### src/rtl/memwb_skid_stage_pkg.sv
// Shared definitions for the MEM->WB skid stage: write-back control bit
// positions, default widths and the packed payload layout.
package memwb_skid_stage_pkg;

  localparam int WB_REGWRITE = 1;
  localparam int WB_MEMTOREG = 0;

  localparam int DEF_WB_W   = 2;
  localparam int DEF_ADDR_W = 32;
  localparam int DEF_DATA_W = 32;
  localparam int DEF_RD_W   = 5;
  localparam int DEF_CNT_W  = 16;

  typedef struct packed {
    logic [DEF_WB_W-1:0]   wb;
    logic [DEF_ADDR_W-1:0] addr;
    logic [DEF_DATA_W-1:0] data;
    logic [DEF_RD_W-1:0]   rd;
  } memwb_payload_t;

  // Width of the {wb, addr, data, rd} concatenation carried by the buffer.
  function automatic int payload_w(input int wb_w, input int addr_w,
                                   input int data_w, input int rd_w);
    return wb_w + addr_w + data_w + rd_w;
  endfunction

endpackage

### src/rtl/memwb_skid_stage_if.sv
// MEM->WB beat bus: one interface instance per side of the stage.
// Handshake: a beat moves on a rising clock edge where valid & ready are both 1;
// valid and payload are held stable by the master until that edge.
interface memwb_skid_stage_if
  import memwb_skid_stage_pkg::*;
#(
  parameter int WB_W   = DEF_WB_W,
  parameter int ADDR_W = DEF_ADDR_W,
  parameter int DATA_W = DEF_DATA_W,
  parameter int RD_W   = DEF_RD_W
) ();

  logic              valid;
  logic              ready;
  logic [WB_W-1:0]   wb;
  logic [ADDR_W-1:0] addr;
  logic [DATA_W-1:0] data;
  logic [RD_W-1:0]   rd;

  modport master (output valid, output wb, output addr, output data, output rd,
                  input ready);
  modport slave  (input valid, input wb, input addr, input data, input rd,
                  output ready);

endinterface

### src/rtl/memwb_skid_stage_skid_buf.sv
// Generic two-entry skid buffer: a main output register plus one skid slot.
// Upstream ready comes straight from a flop, so no input-to-ready path exists.
module memwb_skid_stage_skid_buf #(
  parameter int WIDTH = 8
) (
  input  logic             clk_i,
  input  logic             rst_i,
  input  logic             flush_i,
  input  logic             i_valid,
  output logic             o_ready,
  input  logic [WIDTH-1:0] i_data,
  output logic             o_valid,
  input  logic             i_ready,
  output logic [WIDTH-1:0] o_data
);

  logic             r_main_valid;
  logic             r_skid_valid;
  logic [WIDTH-1:0] r_main_data;
  logic [WIDTH-1:0] r_skid_data;
  logic             w_xfer_in;

  assign o_ready   = ~r_skid_valid;
  assign o_valid   = r_main_valid;
  assign o_data    = r_main_data;
  assign w_xfer_in = i_valid & ~r_skid_valid;

  always_ff @(posedge clk_i or negedge rst_i) begin
    if (!rst_i) begin
      r_main_valid <= 1'b0;
      r_skid_valid <= 1'b0;
      r_main_data  <= '0;
      r_skid_data  <= '0;
    end else if (flush_i) begin
      // Payload registers keep stale contents; only the valid bits matter.
      r_main_valid <= 1'b0;
      r_skid_valid <= 1'b0;
    end else if (~r_main_valid | i_ready) begin
      if (r_skid_valid) begin
        r_main_valid <= 1'b1;
        r_main_data  <= r_skid_data;
        if (w_xfer_in) r_skid_data  <= i_data;
        else           r_skid_valid <= 1'b0;
      end else begin
        r_main_valid <= w_xfer_in;
        if (w_xfer_in) r_main_data <= i_data;
      end
    end else if (w_xfer_in) begin
      r_skid_valid <= 1'b1;
      r_skid_data  <= i_data;
    end
  end

endmodule

### src/rtl/memwb_skid_stage.sv
// MEM->WB pipeline register: skid-buffered beat path, gated write-back
// forwarding port and a saturating downstream stall counter.
module memwb_skid_stage
  import memwb_skid_stage_pkg::*;
#(
  parameter int WB_W   = DEF_WB_W,
  parameter int ADDR_W = DEF_ADDR_W,
  parameter int DATA_W = DEF_DATA_W,
  parameter int RD_W   = DEF_RD_W,
  parameter int CNT_W  = DEF_CNT_W
) (
  input  logic               clk_i,
  input  logic               rst_i,
  input  logic               flush_i,
  memwb_skid_stage_if.slave  up_if,
  memwb_skid_stage_if.master dn_if,
  output logic               fwd_en_o,
  output logic [RD_W-1:0]    fwd_rd_o,
  output logic [DATA_W-1:0]  fwd_data_o,
  output logic [CNT_W-1:0]   stall_cnt_o
);

  localparam int PW = payload_w(WB_W, ADDR_W, DATA_W, RD_W);

  logic [PW-1:0]     w_in;
  logic [PW-1:0]     w_out;
  logic              w_out_valid;
  logic [WB_W-1:0]   w_wb;
  logic [ADDR_W-1:0] w_addr;
  logic [DATA_W-1:0] w_data;
  logic [RD_W-1:0]   w_rd;
  logic [CNT_W-1:0]  r_stall_cnt;

  assign w_in = {up_if.wb, up_if.addr, up_if.data, up_if.rd};

  memwb_skid_stage_skid_buf #(.WIDTH(PW)) u_skid_buf (
    .clk_i   (clk_i),
    .rst_i   (rst_i),
    .flush_i (flush_i),
    .i_valid (up_if.valid),
    .o_ready (up_if.ready),
    .i_data  (w_in),
    .o_valid (w_out_valid),
    .i_ready (dn_if.ready),
    .o_data  (w_out)
  );

  assign {w_wb, w_addr, w_data, w_rd} = w_out;

  // Control is masked so a stale register never triggers a write-back.
  assign dn_if.valid = w_out_valid;
  assign dn_if.wb    = w_out_valid ? w_wb : '0;
  assign dn_if.addr  = w_addr;
  assign dn_if.data  = w_data;
  assign dn_if.rd    = w_rd;

  assign fwd_en_o   = w_out_valid & w_wb[WB_REGWRITE] & (w_rd != '0);
  assign fwd_rd_o   = w_rd;
  assign fwd_data_o = w_wb[WB_MEMTOREG] ? w_data : w_addr;

  always_ff @(posedge clk_i or negedge rst_i) begin
    if (!rst_i) begin
      r_stall_cnt <= '0;
    end else if (w_out_valid & ~dn_if.ready & (r_stall_cnt != '1)) begin
      r_stall_cnt <= r_stall_cnt + 1'b1;
    end
  end

  assign stall_cnt_o = r_stall_cnt;

endmodule

### src/flat_wrapper.sv
// flat-port wrapper written by rule: the top's interface ports become plain ports
module memwb_skid_stage_flat import memwb_skid_stage_pkg::*;
#(
  parameter int WB_W   = DEF_WB_W,
  parameter int ADDR_W = DEF_ADDR_W,
  parameter int DATA_W = DEF_DATA_W,
  parameter int RD_W   = DEF_RD_W,
  parameter int CNT_W  = DEF_CNT_W
)
  (clk_i, rst_i, flush_i, fwd_en_o, fwd_rd_o, fwd_data_o, stall_cnt_o, up_if_valid, up_if_wb, up_if_addr, up_if_data, up_if_rd, up_if_ready, dn_if_valid, dn_if_wb, dn_if_addr, dn_if_data, dn_if_rd, dn_if_ready);
  memwb_skid_stage_if #(.WB_W(WB_W), .ADDR_W(ADDR_W), .DATA_W(DATA_W), .RD_W(RD_W)) up_if_i ();
  memwb_skid_stage_if #(.WB_W(WB_W), .ADDR_W(ADDR_W), .DATA_W(DATA_W), .RD_W(RD_W)) dn_if_i ();
  input  logic clk_i;
  input  logic rst_i;
  input  logic flush_i;
  output logic fwd_en_o;
  output logic [RD_W-1:0] fwd_rd_o;
  output logic [DATA_W-1:0] fwd_data_o;
  output logic [CNT_W-1:0] stall_cnt_o;
  input wire logic [$bits(up_if_i.valid)-1:0] up_if_valid;
  input wire logic [$bits(up_if_i.wb)-1:0] up_if_wb;
  input wire logic [$bits(up_if_i.addr)-1:0] up_if_addr;
  input wire logic [$bits(up_if_i.data)-1:0] up_if_data;
  input wire logic [$bits(up_if_i.rd)-1:0] up_if_rd;
  output wire logic [$bits(up_if_i.ready)-1:0] up_if_ready;
  output wire logic [$bits(dn_if_i.valid)-1:0] dn_if_valid;
  output wire logic [$bits(dn_if_i.wb)-1:0] dn_if_wb;
  output wire logic [$bits(dn_if_i.addr)-1:0] dn_if_addr;
  output wire logic [$bits(dn_if_i.data)-1:0] dn_if_data;
  output wire logic [$bits(dn_if_i.rd)-1:0] dn_if_rd;
  input wire logic [$bits(dn_if_i.ready)-1:0] dn_if_ready;
  assign up_if_i.valid = up_if_valid;
  assign up_if_i.wb = up_if_wb;
  assign up_if_i.addr = up_if_addr;
  assign up_if_i.data = up_if_data;
  assign up_if_i.rd = up_if_rd;
  assign up_if_ready = up_if_i.ready;
  assign dn_if_valid = dn_if_i.valid;
  assign dn_if_wb = dn_if_i.wb;
  assign dn_if_addr = dn_if_i.addr;
  assign dn_if_data = dn_if_i.data;
  assign dn_if_rd = dn_if_i.rd;
  assign dn_if_i.ready = dn_if_ready;
  memwb_skid_stage #(.WB_W(WB_W), .ADDR_W(ADDR_W), .DATA_W(DATA_W), .RD_W(RD_W), .CNT_W(CNT_W)) u_core (.clk_i(clk_i), .rst_i(rst_i), .flush_i(flush_i), .up_if(up_if_i), .dn_if(dn_if_i), .fwd_en_o(fwd_en_o), .fwd_rd_o(fwd_rd_o), .fwd_data_o(fwd_data_o), .stall_cnt_o(stall_cnt_o));
endmodule
### config.mk
export PLATFORM = sky130hd
export DESIGN_NAME = memwb_skid_stage_flat
export DESIGN_NICKNAME = d
export VERILOG_FILES = /design/src/rtl/memwb_skid_stage_pkg.sv /design/src/rtl/memwb_skid_stage_if.sv /design/src/rtl/memwb_skid_stage_skid_buf.sv /design/src/rtl/memwb_skid_stage.sv /design/src/flat_wrapper.sv
export SDC_FILE = /design/constraint.sdc
export NUM_CORES = 1
export LEC_CHECK = 0
export ABC_AREA = 1
export BUFFER_PORTS_ARGS = -buffer_cell sky130_fd_sc_hd__buf_2
export CORE_ASPECT_RATIO = 0.9
export CORE_MARGIN = 2
export CORE_UTILIZATION = 35
export CTS_CLUSTER_SIZE = 20
export DETAILED_ROUTE_END_ITERATION = 7
export GPL_ROUTABILITY_DRIVEN = 0
export MAX_ROUTING_LAYER = met4
export PLACE_DENSITY = 0.6
export SLEW_MARGIN = 20
export SYNTH_ARGS = -nofsm -noshare
export SYNTH_HDL_FRONTEND = slang
export SYNTH_SLANG_ARGS = --single-unit
### constraint.sdc
create_clock -name clk_i -period 1.5 [get_ports clk_i]
set_clock_uncertainty 0.1 [all_clocks]
set_input_delay 0.225 -clock clk_i [delete_from_list [all_inputs] [get_ports clk_i]]
set_output_delay 0.225 -clock clk_i [all_outputs]
set_load 0.1 [all_outputs]
==> metrics.cfg, run 1 <==
[worst_hold_path]
holdCritPathClass = in -> reg
hold_start = flush_i

[die]
num_rows = 52
num_io_pins = 203
die_h_um = 148
core_area_um2 = 22500
start_util = 0.357
dieArea_um2 = 24200
die_x_um = 164

[routing]
ant_nets = 0
route.vias.total = 7704
drt_pass1_iterations = 5
wl_mm = 28.1
drc = 0
first_iter_violations = 409
routedWlPerCell_um = 17.7
vias_per_cell = 4.86

[power_and_ir_drop]
combinationalPowerShare = 0.507
clkPwrFrac = 0.202
ir_drop_mv = 1.11
p_int_uw = 10900
leakagePower_uw = 0.00672
p_sw_frac = 0.471
power_frac_seq = 0.292
switchingPower_uw = 9700
power_density_nw_per_um2 = 1470

[timing]
drv_slew = 0
max_freq_ghz = 0.518
worst_slew_pin_slew_ps = 347
fin_ws_ps = -431
rsz0062_at_grt = true
setup_viol = 199
period_needed_ps = 1930
relSlewSlack = 0.769
final_hold_viol_count = 0
setup_tns_ps = -42770
fin_crit_sh = 1.29

[grt]
grt_max_degree = 48
grt_overflow_total = 0
grt_pass1_wl_mm = 36.3
antenna_found_initial = 0
grt_use_total = 0.197
grt_pass1_vias = 7015

[setup_path]
worstReg2RegEnd = u_core.u_skid_buf.r_skid_data[24]
crit_path_top_delay_cell = dfrtp_4
worstSetupEndpointType = output pin
max_stage_delay_ps = 520
endpoint = fwd_data_o[10]
crit_fanout = 8
r2r_slack_ps = -250
arrival_ps = 1610
reg2reg_from = u_core.u_skid_buf.o_valid
critPathKind = reg -> out
cp_common_cell = buf_12
crit_start = u_core.u_skid_buf.o_data[69]
cp_cell_sequence = buf_12 -> buf_16 -> o21ai_4 -> buf_12
cp_data_required_time_ps = 1170
start_kind = flop
rr_worst_depth = 10

[finish]
multi_input_area_um2 = 3850
post-route-util = 0.623
syn_to_final_growth_pct = 74.3
fin_nets = 1351
drive_gt1_frac = 0.472
fillCellCount = 1765
design_area_um2 = 14000
seqCellArea_um2 = 4050
final_cells = 1585

[cts]
tritoncts = yes
clk_latency_ps = 420
clk_path_buf_depth = 2
cts_sinks = 160
htree_num_levels = 4
cts_buffers = 17
path_clk_slew_ps = 60
root_buffer = clkbuf_16

[synth]
synth_area_leaders = dfrtp_1, nand2_1, o21ai_0, buf_4, inv_1
yosysMostFrequentCell = nand2_1
synthesis.area_um2 = 8040
yosys_warnings = 0
synth_common_cells = nand2_1, dfrtp_1, o21ai_0
yosys.area.top_type = dfrtp_1
ys.flop_type = dfrtp_1
ys_seq_elements = 160
synth.avg_cell_area_um2 = 8.12
ys_seq_area_frac = 0.498
syn_inst = 990
synth.distinct_cells = 26
async_flop_share = 1.00
synth_edf_count = 0
yosysTopAreaCellShare = 0.498
syn_nets = 1067

[placement]
place_ws_ps = -31.8
place_hpwl_mm = 14.7
dpl_cell_area_um2 = 10400
portBuffers = 202
dp.cells = 1407

[run_status]
violations = setup timing
status = finished, violations left

[job]
drv_cap = 0

## critical path: cells and delay by family, from the launching register on
kind / cells / cell delay (ps)
buf+inv: 3 / 510
compound gates: 1 / 160
flops: 1 / 520
## area by class of cell
| type | count | area share |
|---|---|---|
| repair buffers | 391 | 0.333 |
| flip-flops and latches | 160 | 0.289 |
| multi-input cells | 579 | 0.275 |
| inverters | 124 | 0.0367 |
| clock buffers | 19 | 0.0323 |
| well taps | 297 | 0.0265 |
| clock inverters | 13 | 0.00732 |
| repair inverters | 1 | 0.000446 |
| diodes | 1 | 0.000179 |
## layout by cell type, fill, tap and decap left out, types with 4 or more instances in the layout
cell / Yosys / routed
o21ai_0: 131 / 43
clkbuf_16: 0 / 37
nor2_2: 2 / 4
buf_16: 0 / 6
buf_8: 0 / 12
inv_6: 0 / 6
o21ai_4: 0 / 32
buf_4: 74 / 75
buf_2: 12 / 74
dfrtp_1: 160 / 139
buf_12: 0 / 78
dfrtp_2: 0 / 13
nand2_1: 281 / 168
nand2_4: 0 / 42
inv_1: 119 / 116
nand2_2: 0 / 71
o211ai_1: 35 / 35
o21ai_1: 76 / 75
dfrtp_4: 0 / 8
nor2_4: 3 / 6
dlygate4sd3_1: 0 / 73
clkinvlp_4: 0 / 7
nor2_1: 21 / 16
buf_6: 10 / 53
o21ai_2: 11 / 68
nand3_1: 5 / 5
## state kept, by name, summed over array words and instances, names as in the netlist
register,flops
u_core.u_skid_buf.o_data,71
u_core.u_skid_buf.r_skid_data,71
u_core.stall_cnt_o,16
u_core.u_skid_buf.o_valid,1
u_core.u_skid_buf.r_skid_valid,1
## stage by stage
| step | hold WS (ps) | total power, µW |
|---|---|---|
| global placement | 44.9 | 14600 |
| CTS | 40.9 | 19600 |
| global route | 73.3 | 21400 |
| floorplan | -171 | 12800 |
| detailed placement | 43.6 | 14700 |
| finish | 71.3 | 20600 |
## worst min path at each step
stage / to / slack, ps / cells past startpoint
after CTS: u_core.u_skid_buf.r_skid_valid / 40 / 3
after detailed placement: u_core.u_skid_buf.r_skid_data[66] / 40 / 1
final: u_core.u_skid_buf.r_skid_valid / 70 / 3
after floorplan: u_core.stall_cnt_o[12] / -170 / 0
after global routing: u_core.u_skid_buf.r_skid_valid / 70 / 3
after global placement: u_core.u_skid_buf.r_skid_data[66] / 40 / 1
## repair_timing
| item | in CTS | in global routing |
|---|---|---|
| gates resized for setup | 138 | 312 |
| hold buffers | 73 | 0 |
| endpoints found under the setup margin | 135 | 225 |
| pin swaps | 10 | 23 |
| buffers inserted | 19 | 18 |
| cloned | 6 | 34 |
| endpoints found under the hold margin | 232 | 0 |
## cell families after synthesis
logic type	synth area share
adder cells (fa/ha/maj)	0.00156
buffers and inverters	0.163
AO/OA/AOI/OAI	0.176
AND/OR/NAND/NOR	0.155
flip-flops	0.498
XOR/XNOR	0.00654
## power groups by stage
stage,Clock [µW],Combinational (µW),Sequential (µW)
2_1_floorplan,0,6710,6080
3_3_place_gp,0,8820,5830
3_5_place_dp,0,8890,5850
4_1_cts,4220,9590,5810
5_1_grt,4420,10800,6100
6_report,4150,10400,6010
## metal layers
metal / wire length [µm] / track usage
met5: 0 / -
met4: 366 / 0.0425
met3: 1390 / 0.0446
met2: 13700 / 0.315
met1: 12600 / 0.256
No activity file was read; power rests on OpenSTA's default activity.
==> run 2, diff against run 1 <==
Settings changed: SETUP_SLACK_MARGIN from default to 0.4, SYNTH_HIERARCHICAL from default to 1.
==> run 2 against run 1 <==
Compared with the run above: the flow still finishes with violations (setup timing); setup slack better by 31 ps; die area is 0.15% lower; critical path depth is 1 lower; worst hold slack improved by 98 ps; combinational power about the same; register-to-register slack worse by 40 ps; clock-buffer cell count rose by 2; global-route usage up 9.8 points; final cell count grew 11%; synthesized area decreased by 0.16%; sequential share of layout area down 3.0 points; flip-flop and latch count stayed put; highest routed layer unchanged.
==> metrics.cfg, run 2 <==
[die]
dieArea_um2 = 24200
die_h_um = 148
start_util = 0.357
num_rows = 52
die_x_um = 164
core_area_um2 = 22500
num_io_pins = 203

[cts]
tritoncts = yes
clk_latency_ps = 430
root_buffer = clkbuf_16
cts_buffers = 17
clk_path_buf_depth = 2
cts_sinks = 160
path_clk_slew_ps = 70
htree_num_levels = 4

[setup_path]
crit_fanout = 16
rr_worst_depth = 10
start_kind = flop
worstSetupEndpointType = output pin
critPathKind = reg -> out
cp_data_required_time_ps = 1170
arrival_ps = 1580

[worst_hold_path]
holdCritPathClass = in -> async

[grt]
grt_max_degree = 51
grt_overflow_total = 0
antenna_found_initial = 0
grt_use_total = 0.295
grt_pass1_wl_mm = 52.9
grt_pass1_vias = 9157

[routing]
vias_per_cell = 5.25
routedWlPerCell_um = 20.7
drt_pass1_iterations = 5
ant_nets = 0
drc = 0
route.vias.total = 9214
first_iter_violations = 720
wl_mm = 36.4

[finish]
layout_commonest_cell = nand2_1
post-route-util = 0.739
drive_gt1_frac = 0.544
final_cell_mix = nand2_1, buf_12, nand3_2, nand2_2, dfrtp_4
fin_nets = 1521
final_cells = 1754
antenna_cells = 0
syn_to_final_growth_pct = 107
fillCellCount = 1481

[synth]
yosys_warnings = 6
synth_common_cells = nand2_1, dfrtp_1, nand3_1
synthesis.area_um2 = 8030
synth_edf_count = 0
async_flop_share = 1.00
ys_seq_area_frac = 0.499
synth_area_leaders = dfrtp_1, nand2_1, nand3_1, mux2_2, buf_2
syn_nets = 1140
synth.distinct_cells = 26
yosys.area.top_type = dfrtp_1
ys.flop_type = dfrtp_1
yosysTopAreaCellShare = 0.499
yosysMostFrequentCell = nand2_1
ys_seq_elements = 160
syn_inst = 1063
synth.avg_cell_area_um2 = 7.55

[power_and_ir_drop]
p_sw_frac = 0.431
power_uw = 21300
switchingPower_uw = 9180
clkPwrFrac = 0.222
combinationalPowerShare = 0.485
ir_drop_mv = 1.28
leakagePower_uw = 0.00790
power_frac_seq = 0.293
power_density_nw_per_um2 = 1280
p_int_uw = 12100

[run_status]
violations = setup timing
status = finished, violations left

[timing]
fin_ws_ps = -400
setup_viol = 206
period_needed_ps = 1900
max_freq_ghz = 0.526
rsz0062_at_grt = true
drv_slew = 0
fin_crit_sh = 1.27
worst_slew_pin_slew_ps = 432
relSlewSlack = 0.712
final_hold_viol_count = 0

[job]
drv_cap = 0

[placement]
portBuffers = 202
dp.cells = 1536
place_hpwl_mm = 16.5

run 2: cell families (layout without fill, tap and decap cells):
logic type,Yosys count,count (layout),share of synthesized area
compound gates,6,6,0.00421
xor+xnor,6,6,0.00655
fa+ha+maj,1,1,0.00156
buf+inv,97,490,0.0558
flops,160,160,0.499
mux,32,32,0.0449
simple gates,761,762,0.388
run 2: critical path, stage by stage (launching register included):
cell and delay [ps]:
dfrtp_2 420, buf_12 200, mux2_4 330, buf_12 170
run 2: cell type report:
class | instances | area (µm²) | area share
Timing Repair Buffer | 430 | 6120 | 0.368
Multi-Input combinational cell | 807 | 5060 | 0.305
Sequential cell | 160 | 4310 | 0.259
Clock buffer | 21 | 480 | 0.0289
Tap cell | 297 | 372 | 0.0223
Clock inverter | 11 | 151 | 0.00910
Inverter | 28 | 126 | 0.00760
run 2: path summary, 6_finish.rpt:
check                                                  start                                 to  slack (ps)
max                             u_core/u_skid_buf/o_data[69]                     fwd_data_o[21]        -400
min                                                    rst_i  u_core/u_skid_buf/r_skid_data[23]         170
max in group asynchronous                              rst_i       u_core/u_skid_buf/o_data[11]         520
min reg2reg                u_core/u_skid_buf/r_skid_data[13]  u_core/u_skid_buf/r_skid_data[13]         370
min in group clk_i                               up_if_valid          u_core/u_skid_buf/o_valid         180
max reg2reg                        u_core/u_skid_buf/o_valid  u_core/u_skid_buf/r_skid_data[21]        -290
run 2: power by group through the flow:
stage,combinational (µW),sequential (µW),clock [µW]
after detailed placement,8030,6020,0
after global routing,10700,6330,4980
after floorplan,3260,8370,0
after CTS,9760,6150,4780
final,10300,6240,4730
after global placement,7970,6010,0
run 2: timing repair:
item	in CTS	in global routing
hold endpoints to repair	233	0
setup endpoints to repair	287	287
setup buffers	55	20
pin swaps	115	124
cloned	31	7
gates resized for setup	448	211
hold buffers	73	0
run 2: per-stage QoR:
stage	cell area [µm²]	setup WS, ps	hold slack [ps]	setup TNS (ps)
global placement	11100	55.1	50.1	0
finish	16600	-400	169	-41480
floorplan	8620	-348	-171	-5230
detailed placement	11100	23.3	49.7	0
global route	16600	-435	196	-48380
CTS	15400	-401	146	-18300
run 2: routing by layer:
| metal | global-route usage | wire length [µm] | vias to the layer above |
|---|---|---|---|
| met5 | - | 0 | - |
| met4 | 0.0982 | 927 | 0 |
| met3 | 0.0491 | 2320 | 78 |
| met2 | 0.461 | 18200 | 396 |
| met1 | 0.390 | 14900 | 4611 |
| li1 | - | - | 4129 |
==> run 3, diff against run 2 <==
Settings changed: RECOVER_POWER from default to 25.
==> run 3 against run 2 <==
Compared with the run above: the flow still finishes with violations (setup timing); core utilization about the same; routed wire length down 0.33%; register-to-register slack about the same; critical path depth unchanged; via count up 0.79%; first-iteration DRC count up 1.8%; flip-flop and latch count unchanged; design area about the same; largest cell class unchanged.
==> metrics.cfg, run 3 (synthesized netlist as in run 2, its figures left out) <==
[routing]
drc = 0
ant_nets = 0
drt_pass1_iterations = 5
first_iter_violations = 733
route.vias.total = 9287
vias_per_cell = 5.29
wl_mm = 36.2
routedWlPerCell_um = 20.7

[finish]
syn_to_final_growth_pct = 107
drive_gt1_frac = 0.544
final_cell_mix = nand2_1, buf_12, nand3_2, nand2_2, dfrtp_4
layout_commonest_cell = nand2_1
final_cells = 1754
antenna_cells = 0
fin_nets = 1521

[setup_path]
worst_path_dominant_cell_family = flip-flops
r2r_slack_ps = -290
crit_path_top_delay_cell = dfrtp_2
arrival_ps = 1570
reg2reg_from = u_core/u_skid_buf/o_valid
cp_data_required_time_ps = 1170
start_kind = flop
worstSetupEndpointType = output pin
worstReg2RegEnd = u_core/u_skid_buf/r_skid_data[68]
cp_cell_sequence = buf_12 -> mux2_4 -> buf_12
endpoint = fwd_data_o[15]
crit_start = u_core/u_skid_buf/o_data[69]
crit_fanout = 16
path_depth = 3
cp_common_cell = buf_12
critPathKind = reg -> out
max_stage_delay_ps = 420
rr_worst_depth = 10
crit_buf_inv = 2

[grt]
grt_max_degree = 51
antenna_found_initial = 0
grt_pass1_vias = 9157
grt_use_total = 0.295
grt_overflow_total = 0
grt_pass1_wl_mm = 52.9

[cts]
root_buffer = clkbuf_16
cts_buffers = 17
cts_sinks = 160
path_clk_slew_ps = 60
clk_latency_ps = 430
tritoncts = yes
htree_num_levels = 4
clk_path_buf_depth = 2

[timing]
relSlewSlack = 0.328
fin_crit_sh = 1.27
setup_viol = 206
rsz0062_at_grt = true
worst_slew_pin_slew_ps = 1010
setup_tns_ps = -41450
final_hold_viol_count = 0
max_freq_ghz = 0.527
fin_ws_ps = -398
drv_slew = 0
period_needed_ps = 1900

[power_and_ir_drop]
ir_drop_mv = 1.27
leakagePower_uw = 0.00790
power_density_nw_per_um2 = 1280

[run_status]
status = finished, violations left
violations = setup timing

[worst_hold_path]
holdCritPathClass = in -> reg

[die]
num_io_pins = 203
die_x_um = 164
start_util = 0.357
num_rows = 52
die_h_um = 148
core_area_um2 = 22500
dieArea_um2 = 24200

[placement]
portBuffers = 202
place_hpwl_mm = 16.5
dp.cells = 1536

[job]
drv_cap = 0

[run 3: cell types whose count changed in the layout (fill, tap and decap cells not counted), sizes merged]
| cell | delta |
|---|---|
| buf | -1 |
| clkbuf | +1 |
[run 3: per-stage QoR]
stage | instance area, µm² | setup slack, ps | utilization | hold slack [ps] | total power [µW]
finish | 16600 | -398 | 0.738 | 187 | 21300
global placement | 11100 | 55.1 | 0.492 | 50.1 | 14000
floorplan | 8620 | -348 | - | -171 | 11600
global route | 16600 | -435 | 0.738 | 196 | 22000
CTS | 15400 | -401 | 0.684 | 146 | 20700
detailed placement | 11100 | 23.3 | 0.492 | 49.7 | 14000
[run 3: cell type report]
class | count | area [µm²]
multi-input combinational | 807 | 5060
inverter | 28 | 126
clock buffer | 21 | 480
tap | 297 | 372
sequential | 160 | 4310
timing repair buffer | 430 | 6120
fill | 1482 | 5890
clock inverter | 11 | 151
[run 3: worst min-delay path by stage]
stage | from | end | slack (ps) | cells after the start
5_1_grt | up_if_valid | u_core/u_skid_buf/o_valid | 200 | 4
4_1_cts | up_if_valid | u_core/u_skid_buf/r_skid_valid | 150 | 4
3_3_place_gp | rst_i | u_core/u_skid_buf/o_data[23] | 50 | 1
3_5_place_dp | rst_i | u_core/u_skid_buf/o_data[25] | 50 | 1
2_1_floorplan | rst_i | u_core/stall_cnt_o[12] | -170 | 0
6_report | up_if_valid | u_core/u_skid_buf/o_valid | 190 | 4
[run 3: timing repair]
action                                  CTS  global route
buffers inserted                         55            20
endpoints found under the hold margin   233             0
hold buffers                             73             0
resized for setup                       448           211
cloned                                   31             7
endpoints found under the setup margin  287           287
pin swaps                               115           124
[run 3: power by group]
group	leakage, µW	total, µW	internal, µW	switching, µW
Sequential	0.00191	6240	5310	928
Combinational	0.00568	10300	4000	6330
Clock	0.000310	4710	2810	1900
Total	0.00790	21300	12100	9160
[run 3: per-layer routing]
| metal | vias to the layer above | share of wire | track usage |
|---|---|---|---|
| li1 | 4133 | - | - |
| met1 | 4627 | 0.40 | 0.390 |
| met2 | 437 | 0.50 | 0.461 |
| met3 | 90 | 0.068 | 0.0491 |
| met4 | 0 | 0.029 | 0.0982 |
| met5 | - | 0 | - |
[run 3: worst register-to-register path, cell delays in order, from the launching register on]
cell and delay, ps:
dfrtp_4 510, buf_6 130, buf_8 120, nand2_8 70, buf_6 100, nor2_4 40, buf_12 140, buf_12 140
clkbuf_16 180, nand3_2 70, nand2_1 60
